## config.mk

```make
export PLATFORM = sky130hd
export DESIGN_NAME = center_of_mass
export DESIGN_NICKNAME = d
export VERILOG_FILES = /design/src/rtl/center_of_mass.sv
export SDC_FILE = /design/constraint.sdc
export NUM_CORES = 1
export LEC_CHECK = 0
export ABC_AREA = 1
export BUFFER_PORTS_ARGS = -buffer_cell sky130_fd_sc_hd__buf_4
export CELL_PAD_IN_SITES_DETAIL_PLACEMENT = 1
export CELL_PAD_IN_SITES_GLOBAL_PLACEMENT = 1
export CORE_ASPECT_RATIO = 0.8
export CORE_MARGIN = 1.5
export CORE_UTILIZATION = 47
export CTS_CLUSTER_DIAMETER = 80
export DETAILED_ROUTE_END_ITERATION = 10
export GPL_ROUTABILITY_DRIVEN = 0
export HOLD_SLACK_MARGIN = 0.1
export MAX_ROUTING_LAYER = met4
export PLACE_DENSITY = 0.78
export SLEW_MARGIN = 5
export SYNTH_ARGS = -nofsm -noshare
export SYNTH_HDL_FRONTEND = slang
export SYNTH_SLANG_ARGS = --single-unit
```

## constraint.sdc

```tcl
create_clock -name clk_in -period 12.71 [get_ports clk_in]
set_input_delay 1.271 -clock clk_in [delete_from_list [all_inputs] [get_ports clk_in]]
set_output_delay 1.271 -clock clk_in [all_outputs]
set_load 0.02 [all_outputs]
```

## src/rtl/center_of_mass.sv

```systemverilog
// Streaming mask centroid: accumulates x/y/count per frame, then runs two
// restoring dividers. Define COM_ROUND_EN for round-half-up quotients.

module com_div_lane #(
  parameter int W  = 32,
  parameter int QW = 11
) (
  input  logic          clk_in,
  input  logic          rst_in,
  input  logic          load,
  input  logic          step,
  input  logic [W-1:0]  num,
  input  logic [W-1:0]  den,
  output logic [QW-1:0] quo
);
  logic [W-1:0] rem, q;
  logic [W:0]   trial, diff;
  logic         ge;

  // Numerator bits shift out of q's MSB as quotient bits shift into its LSB.
  assign trial = {rem, q[W-1]};
  assign diff  = trial - {1'b0, den};
  assign ge    = trial >= {1'b0, den};
  assign quo   = q[QW-1:0];

  always_ff @(posedge clk_in or posedge rst_in) begin
    if (rst_in) begin
      rem <= '0;
      q   <= '0;
    end else if (load) begin
      rem <= '0;
      q   <= num;
    end else if (step) begin
      q   <= {q[W-2:0], ge};
      rem <= ge ? diff[W-1:0] : trial[W-1:0];
    end
  end
endmodule

module center_of_mass #(
  parameter int ACC_WIDTH = 32
) (
  input  logic        clk_in,
  input  logic        rst_in,
  input  logic [10:0] x_in,
  input  logic [9:0]  y_in,
  input  logic        valid_in,
  input  logic        tabulate_in,
  output logic [10:0] x_out,
  output logic [9:0]  y_out,
  output logic        valid_out
);
  localparam int NUM_LANES = 2;
  localparam int IW        = $clog2(ACC_WIDTH + 1);

  typedef enum logic [1:0] {IDLE, DIVIDE, DONE} state_t;

  state_t                               state;
  logic [IW-1:0]                        iter;
  logic [ACC_WIDTH-1:0]                 sum_x, sum_y, cnt, den;
  logic [ACC_WIDTH-1:0]                 px, py, tot_x, tot_y, tot_c, rnd;
  logic [NUM_LANES-1:0][ACC_WIDTH-1:0]  num;
  logic [10:0]                          x_q;
  logic [9:0]                           y_q;
  logic                                 accept, step;

  assign px    = valid_in ? {{(ACC_WIDTH-11){1'b0}}, x_in} : '0;
  assign py    = valid_in ? {{(ACC_WIDTH-10){1'b0}}, y_in} : '0;
  assign tot_x = sum_x + px;
  assign tot_y = sum_y + py;
  assign tot_c = cnt + {{(ACC_WIDTH-1){1'b0}}, valid_in};

`ifdef COM_ROUND_EN
  assign rnd = tot_c >> 1;
`else
  assign rnd = '0;
`endif

  assign num[0] = tot_x + rnd;
  assign num[1] = tot_y + rnd;
  assign accept = (state == IDLE) && tabulate_in && (tot_c != '0);
  assign step   = (state == DIVIDE) && (iter != IW'(ACC_WIDTH));

  // A pixel on the accepting edge counts in this frame and seeds the next one.
  always_ff @(posedge clk_in or posedge rst_in) begin
    if (rst_in) begin
      sum_x <= '0;
      sum_y <= '0;
      cnt   <= '0;
      den   <= '0;
    end else if (accept) begin
      sum_x <= px;
      sum_y <= py;
      cnt   <= {{(ACC_WIDTH-1){1'b0}}, valid_in};
      den   <= tot_c;
    end else begin
      sum_x <= tot_x;
      sum_y <= tot_y;
      cnt   <= tot_c;
    end
  end

  for (genvar g = 0; g < NUM_LANES; g++) begin : g_lane
    if (g == 0) begin : g_x
      com_div_lane #(.W(ACC_WIDTH), .QW(11)) u_div (
        .clk_in(clk_in), .rst_in(rst_in), .load(accept), .step(step),
        .num(num[g]), .den(den), .quo(x_q)
      );
    end else begin : g_y
      com_div_lane #(.W(ACC_WIDTH), .QW(10)) u_div (
        .clk_in(clk_in), .rst_in(rst_in), .load(accept), .step(step),
        .num(num[g]), .den(den), .quo(y_q)
      );
    end
  end

  always_ff @(posedge clk_in or posedge rst_in) begin
    if (rst_in) begin
      state     <= IDLE;
      iter      <= '0;
      x_out     <= '0;
      y_out     <= '0;
      valid_out <= 1'b0;
    end else begin
      case (state)
        IDLE: begin
          valid_out <= 1'b0;
          if (accept) begin
            state <= DIVIDE;
            iter  <= '0;
          end
        end
        DIVIDE: begin
          if (iter == IW'(ACC_WIDTH)) begin
            state     <= DONE;
            x_out     <= x_q;
            y_out     <= y_q;
            valid_out <= 1'b1;
          end else begin
            iter <= iter + 1'b1;
          end
        end
        DONE: begin
          state     <= IDLE;
          valid_out <= 1'b0;
        end
        default: state <= IDLE;
      endcase
    end
  end
endmodule

```

[Word-level counts from Yosys, hierarchy flattened]
Cells that the tools add are included.
Storage, ports and cells
  register bits: 286
  input port bits: 25
  word-level logic and storage cells: 64
Cells by class
  add/subtract/negate cells: 6
  $lt $le $gt $ge: 2
  eq/ne operators: 7
  multiplexer cells: 23
  reductions and logical operators: 13
Operator list (count)
  $mux 32: 13
  $ge 33x32->1: 2
  $sub 32x32->32: 2
  $add 32x1->32: 1
  $add 32x10->32: 1
  $add 32x11->32: 1
  $reduce_bool 32->1: 1
  $mux 6: 2
  $pmux 6 s2: 1
  $mux 11: 1
  $mux 10: 1
  $add 6x1->6 const B: 1
  $eq 6x6->1 const B: 1
  $ne 6x6->1 const B: 1
  $reduce_and 2->1: 3
  $reduce_bool 2->1: 3
  $mux 2: 2
  $ne 2x2->1 const B: 2
  $pmux 2 s2: 1
  $logic_and 1x1->1: 3
  $reduce_and 3->1: 1
  $eq 2x1->1 const B: 1
  $eq 2x2->1 const B: 1
  $logic_not 2->1: 1
  4 further kinds: 4

[Longest topological paths before layout]
Gate-level depths: netlist of the first run.
  depth after elaboration: 5
  gate-level depth with buffers: 18
  gate-level depth less buffers: 17

[Hierarchy]
From an unflattened synthesis of the first run, not the netlist that was laid out.
Second synthesis, totals
  cell total of the unflattened synthesis: 3099
  area total of the unflattened synthesis: 20499.7 sq um
Modules (own cells, without submodules)
  center_of_mass: times used 1, cells an instance 1216, area an instance 8888.5 sq um
  com_div_lane (g_lane[0].g_x.u_div): times used 1, cells an instance 942, area an instance 5809.3 sq um
  com_div_lane (g_lane[1].g_y.u_div): times used 1, cells an instance 941, area an instance 5801.8 sq um

[Worst setup path after synthesis of the first run]
No wires, ideal clock.
  kind: input -> register
  start point: in valid_in
  end point: reg g_lane[1].g_y.u_div.q[30]
  arrival: 3738 ps
  required time: 12585 ps
  path slack: 8847 ps
  stages on the path: 17
  buffers on the path: 1
  path through: clkbuf_1 nand2_1 inv_1 ha_1 inv_1 fa_1 nand3b_1 nand2_1 a21oi_1 o21ai_0 nand2_1 nor2_1 nand2_1 o21ai_0 nand2_1 nand2_1 nand3_1
Between the ends
  word-level cells in the longest chain between the ends: 4
Ends and longest elaborated chain
  start: declaration: line 47  | input logic valid_in,
  $add 32x1->32: line 71  | assign tot_c = cnt + {{(ACC_WIDTH-1){1'b0}}, valid_in};
  $reduce_bool 32->1: line 81  | assign accept = (state == IDLE) && tabulate_in && (tot_c != '0);
  $logic_and 1x1->1: line 81
  $mux 32 / $reduce_bool 2->1 (equally long branches)
  end signal: assignment: line 32  | q <= num;
  end signal: assignment: line 34  | q <= {q[W-2:0], ge};
  end: declaration: line 16  | logic [W-1:0] rem, q;
Several ways; a longest one is shown, not always the timed one.
A chain may end at the register's enable or synchronous reset.

[Final worst setup path of the first run]
  start point: in valid_in
  end point: reg g_lane[1].g_y.u_div.q[8]
Same word-level chain as after synthesis.

==> reports/metrics.cfg, run 1 <==
[synth]
synthAdderAreaFrac = 0.06329
synthesis.nets = 2783
yosysTopAreaCellShare = 0.3795
async_flop_share = 1.000
yosys.area_share.simple = 0.3397
synth-seq-area-share = 0.3795
synth_cell_types = 41
avgSynthCellArea_um2 = 7.077
synth_top_family_by_area = simple AND/OR/NAND/NOR gates
synth-compound-area-share = 0.09938
synth_edf_count = 0
ys_ff_latch = 286
yosysWarnings = 0
synth_ff_type = dfrtp_1
syn_inst = 2665
synth-xor-area-share = 0.03901
synth_area_leaders = dfrtp_1 (38%), nand2_1 (16%), nand3_1 (8.9%)
synthMuxAreaShare = 0
synth.cell_area_um2 = 18860
synth_top_cell_by_area = dfrtp_1

[clock_tree]
clk_path_buf_depth = 3
clock_latency_ns = 0.60
cts.sinks = 286
cts_max_level = 1
cts_hold_buf = 0
clk_pin_slew_ns = 0.06
cts_setup_buffers = 0
cts_resized = 0
cts_tree = built
numCtsBuffers = 31
cts-root-buf = clkbuf_16

[timing]
period_needed_ns = 5.968
fin_tns_setup_ns = 0
maxSlewViolCount = 0
skew_ns = 0.02086
rsz0062_at_grt = no
max_freq_mhz = 167.6
worst_pin_slew_ns = 1.062
finalSetupViolCount = 0
timing.final.crit_share = 0.4695
relSlewSlack = 0.2915
finalHoldViolations = 0

[finish]
syn2layout_area_growth_pct = 9.221
fin_area_um2 = 20600
fill_cells = 5190
drive_gt1_frac = 0.05871
fin_cells = 3228
fin_nets = 2785

[pwr]
p_leak_uw = 0.009739
power.total_uw = 5515
ir_drop_uv = 154.5
powerDensity_nw_per_um2 = 267.7

[detailed_routing]
first_pass_iters = 5
drt_iter0_markers = 1200
wire_per_inst_um = 18.54
drcViolationCount = 0
vias = 17980
wl_um = 59840
vias_per_cell = 5.569
postRouteAntennaNets = 0

[setup_path]
timing.critical_path.from = valid_in
ff2ff_path_depth = 18
end_kind = flop
crit_end = g_lane[1].g_y.u_div.q[8]
crit_arrival_ns = 6.43
crit_type = in -> reg
required_ns = 13.18
worst_r2r_startpoint = cnt[0]
crit_fanout = 154
reg2reg_slack_ns = 7.46
r2r_end = g_lane[1].g_y.u_div.q[8]
start_kind = input port

[floorplan]
initial_utilization = 0.4772
die_x_um = 227.0
rows = 65
dieArea_um2 = 41350
ios = 47
die_y_um = 182.2
coreArea_um2 = 39530

[grt]
grt_start_max_net_pins = 155
grt_usage = 0.3012
grt_pass1_wl_um = 96950
grt.overflow.total = 0
grt_pass1_vias = 18510
antenna_found_initial = 1

[place]
place_inst = 3170
hpwlAfterDp_um = 43970
place_area_um2 = 19560
port_buffers = 46

[job]
cap_violations = 0

[outcome]
status = completed

[hold_path]
min_path_type = reg -> reg

==> how the worst min path moves through the flow <==
stage,start,to,slack (ns),depth (start not counted)
2_1_floorplan,den[10],den[10],0.45,2
3_3_place_gp,x_out[8],x_out[8],0.46,2
3_5_place_dp,x_out[4],x_out[4],0.46,2
4_1_cts,x_out[4],x_out[4],0.48,2
5_1_grt,x_out[7],x_out[7],0.50,2
6_report,x_out[8],x_out[8],0.47,2
==> worst max-delay path: stages <==
cell and delay, ns:
buf_4 0.29, ha_1 0.28, ha_1 0.23, nand2_1 0.08
nor2_2 0.17, nand2_2 0.15, nor2_2 0.16, nand2_1 0.07
nand2_1 0.06, nand2_1 0.10, nor2_1 0.11, nand2_1 0.05
nor2_1 0.14, nand3_2 0.53, nand2_8 0.98, clkinv_2 0.79
buf_4 0.61, nand2_1 0.18, nand3_1 0.09
==> cell families after synthesis <==
logic type | count (synthesis)
compound gates | 339
simple gates | 1496
xor+xnor | 84
flops | 286
fa+ha+maj | 93
buf+inv | 367
==> cells in the final DEF, fill, tap and decap left out, types with 29 or more instances in the layout <==
| cell type | Yosys | final |
|---|---|---|
| nand3_1 | 335 | 335 |
| inv_1 | 273 | 272 |
| nand4_1 | 32 | 32 |
| clkbuf_16 | 0 | 31 |
| xor2_1 | 36 | 36 |
| nor2_1 | 241 | 239 |
| nand2_1 | 779 | 777 |
| buf_4 | 19 | 58 |
| o21ai_0 | 110 | 110 |
| a21oi_1 | 128 | 128 |
| xnor2_1 | 48 | 48 |
| o211ai_1 | 37 | 37 |
| dfrtp_1 | 286 | 286 |
| o21ai_1 | 29 | 29 |
| ha_1 | 89 | 89 |
| nor3_1 | 35 | 35 |
==> per-layer routing <==
layer	vias to the layer above	global-route usage	part of all wire
met1	8894	0.4328	0.50
met4	0	0.05987	0.017
met2	325	0.4451	0.43
li1	8680	-	-
met3	77	0.05329	0.051
met5	-	-	0
==> flip-flops by register name, indices dropped and copies added, names as in the netlist <==
| name | count |
|---|---|
| sum_y | 32 |
| den | 32 |
| g_lane.g_y.u_div.rem | 32 |
| x_out | 11 |
| iter | 6 |
| sum_x | 32 |
| cnt | 32 |
| y_out | 10 |
| g_lane.g_y.u_div.q | 32 |
| valid_out | 1 |
| state | 2 |
| g_lane.g_x.u_div.q | 32 |
| g_lane.g_x.u_div.rem | 32 |
==> cell usage after synthesis (all sizes together), types with 6 or more instances <==
cell type	instances
a21o	10
a21oi	128
and2	6
buf	38
clkbuf	51
dfrtp	286
ha	89
inv	277
nand2	783
nand3	336
nand3b	24
nand4	32
nor2	250
nor3	35
o211ai	37
o21a	7
o21ai	139
o21bai	8
or2	22
xnor2	48
xor2	36
==> final cells by class <==
class                           count  area (um^2)  area share
Antenna cell                        1        2.502   0.0001215
Timing Repair Buffer               58        435.4     0.02114
Multi-Input combinational cell   2012        10240      0.4970
Clock inverter                     14        130.1    0.006317
Tap cell                          536        670.6     0.03256
Inverter                          278         1055     0.05120
Sequential cell                   286         7157      0.3474
Clock buffer                       43        910.9     0.04422
==> metrics by stage <==
step / setup slack [ns] / hold slack, ns / utilization
floorplan: 3.547 / 0.4530 / -
global placement: 6.301 / 0.4555 / 0.4948
detailed placement: 6.129 / 0.4601 / 0.4948
CTS: 6.756 / 0.4753 / 0.5211
global route: 6.129 / 0.5041 / 0.5212
finish: 6.742 / 0.4711 / 0.5212
==> power by group <==
| part | leakage, uW | switching, uW | internal, uW |
|---|---|---|---|
| Combinational | 0.00563 | 2000 | 1090 |
| Clock | 0.000508 | 406 | 524 |
| Sequential | 0.00360 | 249 | 1250 |
Power figures use the tool's default switching activity.
==> run 2: changes to the inputs <==
--- a/config.mk
+++ b/config.mk
@@ -5,19 +5,19 @@
 export SDC_FILE = /design/constraint.sdc
 export NUM_CORES = 1
 export LEC_CHECK = 0
-export ABC_AREA = 1
+export ABC_AREA = 0
 export BUFFER_PORTS_ARGS = -buffer_cell sky130_fd_sc_hd__buf_4
 export CELL_PAD_IN_SITES_DETAIL_PLACEMENT = 1
 export CELL_PAD_IN_SITES_GLOBAL_PLACEMENT = 1
 export CORE_ASPECT_RATIO = 0.8
 export CORE_MARGIN = 1.5
-export CORE_UTILIZATION = 47
+export CORE_UTILIZATION = 49
 export CTS_CLUSTER_DIAMETER = 80
 export DETAILED_ROUTE_END_ITERATION = 10
 export GPL_ROUTABILITY_DRIVEN = 0
 export HOLD_SLACK_MARGIN = 0.1
 export MAX_ROUTING_LAYER = met4
-export PLACE_DENSITY = 0.78
+export PLACE_DENSITY = 0.77
 export SLEW_MARGIN = 5
 export SYNTH_ARGS = -nofsm -noshare
 export SYNTH_HDL_FRONTEND = slang
==> constraint.sdc (replaced) <==
create_clock -name clk_in -period 5.6 [get_ports clk_in]
set_input_delay 0.56 -clock clk_in [delete_from_list [all_inputs] [get_ports clk_in]]
set_output_delay 0.56 -clock clk_in [all_outputs]
set_load 0.02 [all_outputs]
==> reports/metrics.cfg, run 2 <==
[timing]
relSlewSlack = 0.2197  ; -0.07177
timing.final.crit_share = 0.8037
max_freq_mhz = 222.2
skew_ns = 0.02910  ; +0.008241 ns
rsz0062_at_grt = no
finalSetupViolCount = 0  ; unchanged
holdWs_ns = 0.3319  ; -0.1391 ns
period_needed_ns = 4.501
worst_pin_slew_ns = 1.170  ; +0.1088 ns
fin_tns_setup_ns = 0  ; unchanged
finalHoldViolations = 0  ; unchanged
maxSlewViolCount = 0  ; unchanged

[detailed_routing]
first_pass_iters = 5  ; unchanged
vias = 14270  ; -21%
postRouteAntennaNets = 0  ; unchanged
drt_iter0_markers = 877  ; -27%
drcViolationCount = 0  ; unchanged
wl_um = 48100  ; -20%
wire_per_inst_um = 20.03  ; +8.0%
vias_per_cell = 5.939  ; +6.6%

[floorplan]
ios = 47  ; unchanged
dieArea_um2 = 36360  ; -12%
coreArea_um2 = 34730  ; -12%
rows = 61  ; -6.2%
initial_utilization = 0.4969  ; +0.01971
die_y_um = 170.8  ; -6.2%
die_x_um = 212.8  ; -6.2%

[synth]
syn_inst = 1904  ; -29%
synth.cell_area_um2 = 17260  ; -8.5%
synth_cell_types = 74  ; +80%
synthAdderAreaFrac = 0.06918  ; +0.005888
yosys.area_share.simple = 0.1855  ; -0.1542
synthMuxAreaShare = 0.03792  ; +0.03792
synth_top_cell_by_area = dfrtp_1
synth_area_leaders = dfrtp_1 (41%), ha_1 (6.5%), nand2_1 (5.6%)
yosysTopAreaCellShare = 0.4148  ; +0.03530
synthesis.nets = 2022  ; -27%
synth-xor-area-share = 0.07614  ; +0.03713
synth_ff_type = dfrtp_1
yosysWarnings = 0  ; unchanged
ys_ff_latch = 286  ; unchanged
synth-seq-area-share = 0.4148  ; +0.03530
synth_edf_count = 0  ; unchanged
synth-compound-area-share = 0.1732  ; +0.07385
yosysMostFrequentCell = dfrtp_1
async_flop_share = 1.000  ; unchanged
avgSynthCellArea_um2 = 9.063  ; +28%
synth_common_cells = dfrtp_1 (286), nand2_1 (259), nor2_1 (185)
synth_top_family_by_area = simple AND/OR/NAND/NOR gates

[setup_path]
start_kind = flop
cp_num_buf_inv = 1  ; -2
crit_type = reg -> reg
max_stage_delay_ns = 0.57  ; -0.41 ns
critical_path.top_delay_family = simple AND/OR/NAND/NOR gates
end_kind = flop
crit_fanout = 30  ; -81%
crit_slowest_cell = or4_4
cp_cell_sequence = ha_1 -> ha_1 -> nand4_1 -> nor4_2 -> and4_1 -> nand3_1 -> a22o_1 -> or4_4 -> o41a_2 -> nor2_4 -> buf_4 -> a221o_1
crit_arrival_ns = 5.01  ; -1.42 ns
required_ns = 6.10  ; -7.08 ns
cp_common_cell = ha_1

[clock_tree]
cts_tree = built
numCtsBuffers = 31  ; unchanged
cts_resized = 0  ; unchanged
clock_latency_ns = 0.59  ; about the same
clk_path_buf_depth = 3  ; unchanged
cts_max_level = 1  ; unchanged
cts-root-buf = clkbuf_16
clk_pin_slew_ns = 0.06  ; about the same
cts.sinks = 286  ; unchanged

[grt]
top_usage_layer = met2
antenna_found_initial = 0  ; -1
grt.overflow.total = 0  ; unchanged
grt_pass1_wl_um = 78770  ; -19%
met3_usage = 0.03102  ; -0.02227
use_met1 = 0.3867  ; -0.04613
grt_start_max_net_pins = 169  ; +9.0%
use_met2 = 0.4361  ; -0.009076
grt_pass1_vias = 14810  ; -20%
grt_usage = 0.2782  ; -0.02301

[pwr]
internal-power_uw = 6964  ; +140%
ir_drop_uv = 303.8  ; +97%
p_leak_uw = 0.008557  ; -12%
switching_power_uw = 5371  ; +100%
switching_share = 0.4354  ; -0.04534
pwr-share-clk = 0.173  ; +0.004
p_comb_frac = 0.552  ; -0.007
power_frac_seq = 0.275  ; +0.002
powerDensity_nw_per_um2 = 646.2  ; +140%

[finish]
fin_nets = 2024  ; -27%
fin_area_um2 = 19090  ; -7.3%
multi_input_area_um2 = 9402  ; -8.2%
fill_cells = 3978  ; -23%
final_util = 0.5497  ; +0.02853
drive_gt1_frac = 0.07824  ; +0.01952
layout_commonest_cell = dfrtp_1
final_cell_mix = dfrtp_1 (286), nand2_1 (259), nor2_1 (184)
fin_cells = 2402  ; -26%
seq_area_um2 = 7157  ; unchanged
diodes = 0  ; -1
syn2layout_area_growth_pct = 10.63

[place]
hpwlAfterDp_um = 33510  ; -24%
place_inst = 2344  ; -26%
port_buffers = 46  ; unchanged
place_area_um2 = 18020  ; -7.8%

[hold_path]
min_path_type = in -> reg

[job]
cap_violations = 0  ; unchanged

[outcome]
status = completed

run 2: power by group through the flow:
stage	clock network, uW	logic (uW)	registers, uW
4_1_cts	2180	6800	3380
2_1_floorplan	0	5150	3290
3_3_place_gp	0	6430	3370
5_1_grt	2240	7560	3470
3_5_place_dp	0	6740	3400
6_report	2140	6810	3390
run 2: logic make-up (layout without fill, tap and decap cells):
logic type                 Yosys count  count (layout)
buffers and inverters              187             213
DFF                                286             286
and+or+nand+nor                    693             693
AOI/OAI and AO/OA                  431             431
muxes                               64              64
xor gates and xnor gates           150             150
adders and majority gates           93              93
run 2: tightest hold or removal path, stage by stage:
cell and delay, ns:
buf_4 0.07, and2_1 0.14, nand2_1 0.06, nand2_1 0.05
run 2: final cells by class:
cell class,count,area share
multi-input combinational,1431,0.4925
tap,472,0.03094
sequential,286,0.3749
clock inverter,13,0.007865
timing repair buffer,65,0.02831
inverter,91,0.01809
clock buffer,44,0.04739
run 2: final timing paths:
path | from | end | slack (ns) | depth (start not counted)
setup reg to reg | cnt[0] | g_lane[1].g_y.u_div.q[14] | 1.10 | 12
setup / recovery | cnt[0] | g_lane[1].g_y.u_div.q[14] | 1.10 | 12
hold / removal | x_in[10] | sum_x[10] | 0.33 | 4
hold reg to reg | y_out[7] | y_out[7] | 0.48 | 2
min in group asynchronous | rst_in | den[9] | 0.53 | 3
max in group asynchronous | rst_in | g_lane[1].g_y.u_div.rem[2] | 3.64 | 4
run 2: what timing repair did:
action / in CTS / in global routing
endpoints found under the hold margin: 16 / 0
endpoints found under the setup margin: 0 / 0
buffers inserted: 0 / 0
hold buffers: 1 / 0
run 2: per-stage QoR:
step	worst slack [ns]	total power (uW)
2_1_floorplan	1.249	8444
3_3_place_gp	0.9665	9804
3_5_place_dp	0.8409	10140
4_1_cts	1.160	12360
5_1_grt	0.9003	13280
6_report	1.099	12340
run 2: routing by layer:
layer,part of all wire,vias to the layer above
met3,0.037,72
met4,0.020,0
li1,-,6747
met2,0.45,258
met5,0,-
met1,0.49,7188
==> run 3: changes to the inputs <==
--- a/config.mk
+++ b/config.mk
@@ -5,19 +5,19 @@
 export SDC_FILE = /design/constraint.sdc
 export NUM_CORES = 1
 export LEC_CHECK = 0
-export ABC_AREA = 0
+export ABC_AREA = 1
 export BUFFER_PORTS_ARGS = -buffer_cell sky130_fd_sc_hd__buf_4
 export CELL_PAD_IN_SITES_DETAIL_PLACEMENT = 1
 export CELL_PAD_IN_SITES_GLOBAL_PLACEMENT = 1
 export CORE_ASPECT_RATIO = 0.8
 export CORE_MARGIN = 1.5
-export CORE_UTILIZATION = 49
+export CORE_UTILIZATION = 47
 export CTS_CLUSTER_DIAMETER = 80
 export DETAILED_ROUTE_END_ITERATION = 10
 export GPL_ROUTABILITY_DRIVEN = 0
 export HOLD_SLACK_MARGIN = 0.1
 export MAX_ROUTING_LAYER = met4
-export PLACE_DENSITY = 0.77
+export PLACE_DENSITY = 0.78
 export SLEW_MARGIN = 5
 export SYNTH_ARGS = -nofsm -noshare
 export SYNTH_HDL_FRONTEND = slang
==> constraint.sdc (replaced) <==
create_clock -name clk_in -period 4.71 [get_ports clk_in]
set_input_delay 0.471 -clock clk_in [delete_from_list [all_inputs] [get_ports clk_in]]
set_output_delay 0.471 -clock clk_in [all_outputs]
set_load 0.02 [all_outputs]
==> reports/metrics.cfg, run 3 (synthesis gave the netlist of run 1 again) <==
[outcome]
status = completed

[finish]
final_cell_mix = nand2_1 (778), nand3_1 (335), dfrtp_1 (286)
diodes = 0  ; unchanged
drive_gt1_frac = 0.06076  ; -0.01748
fin_area_um2 = 20720  ; +8.5%
syn2layout_area_growth_pct = 9.845
layout_commonest_cell = nand2_1
fin_cells = 3235  ; +35%
fin_nets = 2794  ; +38%

[setup_path]
cp_num_buf_inv = 2  ; +1
crit_fanout = 45  ; +50%
critical_path.top_delay_family = simple AND/OR/NAND/NOR gates
max_stage_delay_ns = 0.54  ; -0.03 ns
r2r_end = g_lane[1].g_y.u_div.rem[20]
start_kind = flop
cp_common_cell = nand2_1
crit_arrival_ns = 4.17  ; -0.84 ns
end_kind = flop
crit_slowest_cell = nand2_2
ff2ff_path_depth = 14  ; +2
worst_r2r_startpoint = den[1]
crit_type = reg -> reg
required_ns = 5.20  ; -0.90 ns
cp_cell_sequence = inv_1 -> ha_1 -> nand3_1 -> nand2_1 -> a21boi_0 -> o21bai_1 -> nand2_1 -> nand2_1 -> nand3b_1 -> nand2_2 -> inv_1 -> nand2_1 -> nand3_1 -> nand2_1
reg2reg_slack_ns = 1.03  ; -0.07 ns

[grt]
grt_pass1_vias = 18030  ; +22%
grt_pass1_wl_um = 94940  ; +21%
grt.overflow.total = 0  ; unchanged
antenna_found_initial = 0  ; unchanged
grt_start_max_net_pins = 159  ; -5.9%
grt_usage = 0.2928  ; +0.01456

[hold_path]
hp-start = y_in[6]
min_path_type = in -> reg
hold_path_end = sum_y[6]
hold_path_depth = 3  ; -1

[floorplan]
die_y_um = 182.2  ; +6.6%
die_x_um = 227.0  ; +6.7%
initial_utilization = 0.4772  ; -0.01971
dieArea_um2 = 41350  ; +14%
rows = 65  ; +6.6%
ios = 47  ; unchanged
coreArea_um2 = 39530  ; +14%

[job]
cap_violations = 0  ; unchanged

[clock_tree]
cts_max_level = 1  ; unchanged
cts-root-buf = clkbuf_16
cts_setup_buffers = 0  ; unchanged
cts_tree = built
numCtsBuffers = 31  ; unchanged
cts.sinks = 286  ; unchanged
clock_latency_ns = 0.60  ; about the same
clk_path_buf_depth = 3  ; unchanged
clk_pin_slew_ns = 0.07  ; about the same

[timing]
relSlewSlack = 0.3327  ; +0.1130
rsz0062_at_grt = no
maxSlewViolCount = 0  ; unchanged
max_freq_mhz = 271.4  ; +22%
timing.final.crit_share = 0.7823  ; -0.02144
skew_ns = 0.01297  ; -0.01613 ns
fin_tns_setup_ns = 0  ; unchanged
period_needed_ns = 3.684  ; -0.8163 ns
worst_pin_slew_ns = 1.001  ; -0.1695 ns
finalSetupViolCount = 0  ; unchanged
holdWs_ns = 0.1647  ; -0.1673 ns
finalHoldViolations = 0  ; unchanged

[place]
hpwlAfterDp_um = 43050  ; +28%
place_inst = 3178  ; +36%
place_area_um2 = 19650  ; +9.0%
port_buffers = 46  ; unchanged

[detailed_routing]
vias = 17810  ; +25%
postRouteAntennaNets = 0  ; unchanged
drcViolationCount = 0  ; unchanged
first_pass_iters = 5  ; unchanged
wire_per_inst_um = 17.87  ; -11%
drt_iter0_markers = 1088  ; +24%
vias_per_cell = 5.506  ; -7.3%
wl_um = 57820  ; +20%

[pwr]
powerDensity_nw_per_um2 = 717.1  ; +11%
ir_drop_uv = 381.4  ; +26%
p_leak_uw = 0.009798  ; +14%
power.total_uw = 14860  ; +20%

run 3: cell types whose count changed in the layout (fill, tap and decap cells not counted), sizes merged, moves of 36 or more:
| cell | delta |
|---|---|
| a221o | -41 |
| a21oi | +48 |
| inv | +188 |
| nand2 | +524 |
| nand3 | +288 |
| nor2 | +64 |
| xnor2 | -48 |
| o21ai | +41 |
| and3 | -36 |
| mux2i | -53 |
run 3: layer usage:
layer	global-route usage	wire length, um
met5	-	0
met4	0.05086	941
met3	0.04025	2751
met2	0.4372	24980
met1	0.4273	29150
run 3: area by class of cell:
class | count | area, um^2
Inverter | 278 | 1051
Timing Repair Buffer | 67 | 543.0
Clock inverter | 16 | 190.2
Tap cell | 536 | 670.6
Clock buffer | 40 | 869.6
Fill cell | 5226 | 18810
Sequential cell | 286 | 7157
Multi-Input combinational cell | 2012 | 10240
run 3: worst register-to-register path: stages (launching register included):
cell,delay (ns)
dfrtp_1,0.50
inv_1,0.12
ha_1,0.32
nand3_1,0.08
nand2_1,0.12
a21boi_0,0.48
o21bai_1,0.20
nand2_1,0.10
nand2_1,0.15
nand3b_1,0.20
nand2_2,0.54
inv_1,0.48
nand2_1,0.12
nand3_1,0.10
nand2_1,0.06
run 3: repair_timing:
item | 4_1_cts | 5_1_grt
hold buffers | 1 | 0
endpoints found under the hold margin | 4 | 0
resized for setup | 0 | 0
run 3: power breakdown:
part	internal, uW	switching [uW]	leakage, uW
registers	3380	654	0.00360
logic	2970	5290	0.00568
clock network	1470	1090	0.000516
total	7830	7030	0.00980
run 3: worst max-delay path by stage:
stage	to	slack [ns]	start	depth (start not counted)
floorplan	cnt[0]	0.45	rst_in	1
global placement	g_lane[0].g_x.u_div.q[3]	1.03	valid_in	16
detailed placement	g_lane[1].g_y.u_div.q[30]	0.82	valid_in	17
CTS	g_lane[1].g_y.u_div.rem[20]	1.15	den[1]	14
global route	g_lane[1].g_y.u_div.rem[20]	0.84	den[1]	14
finish	g_lane[1].g_y.u_div.rem[20]	1.03	den[1]	14
run 3: through the flow:
step                utilization  setup WS [ns]
floorplan                     -         0.4478
global placement         0.4971          1.026
detailed placement       0.4971         0.8205
CTS                      0.5242          1.149
global route             0.5242         0.8416
finish                   0.5242          1.026
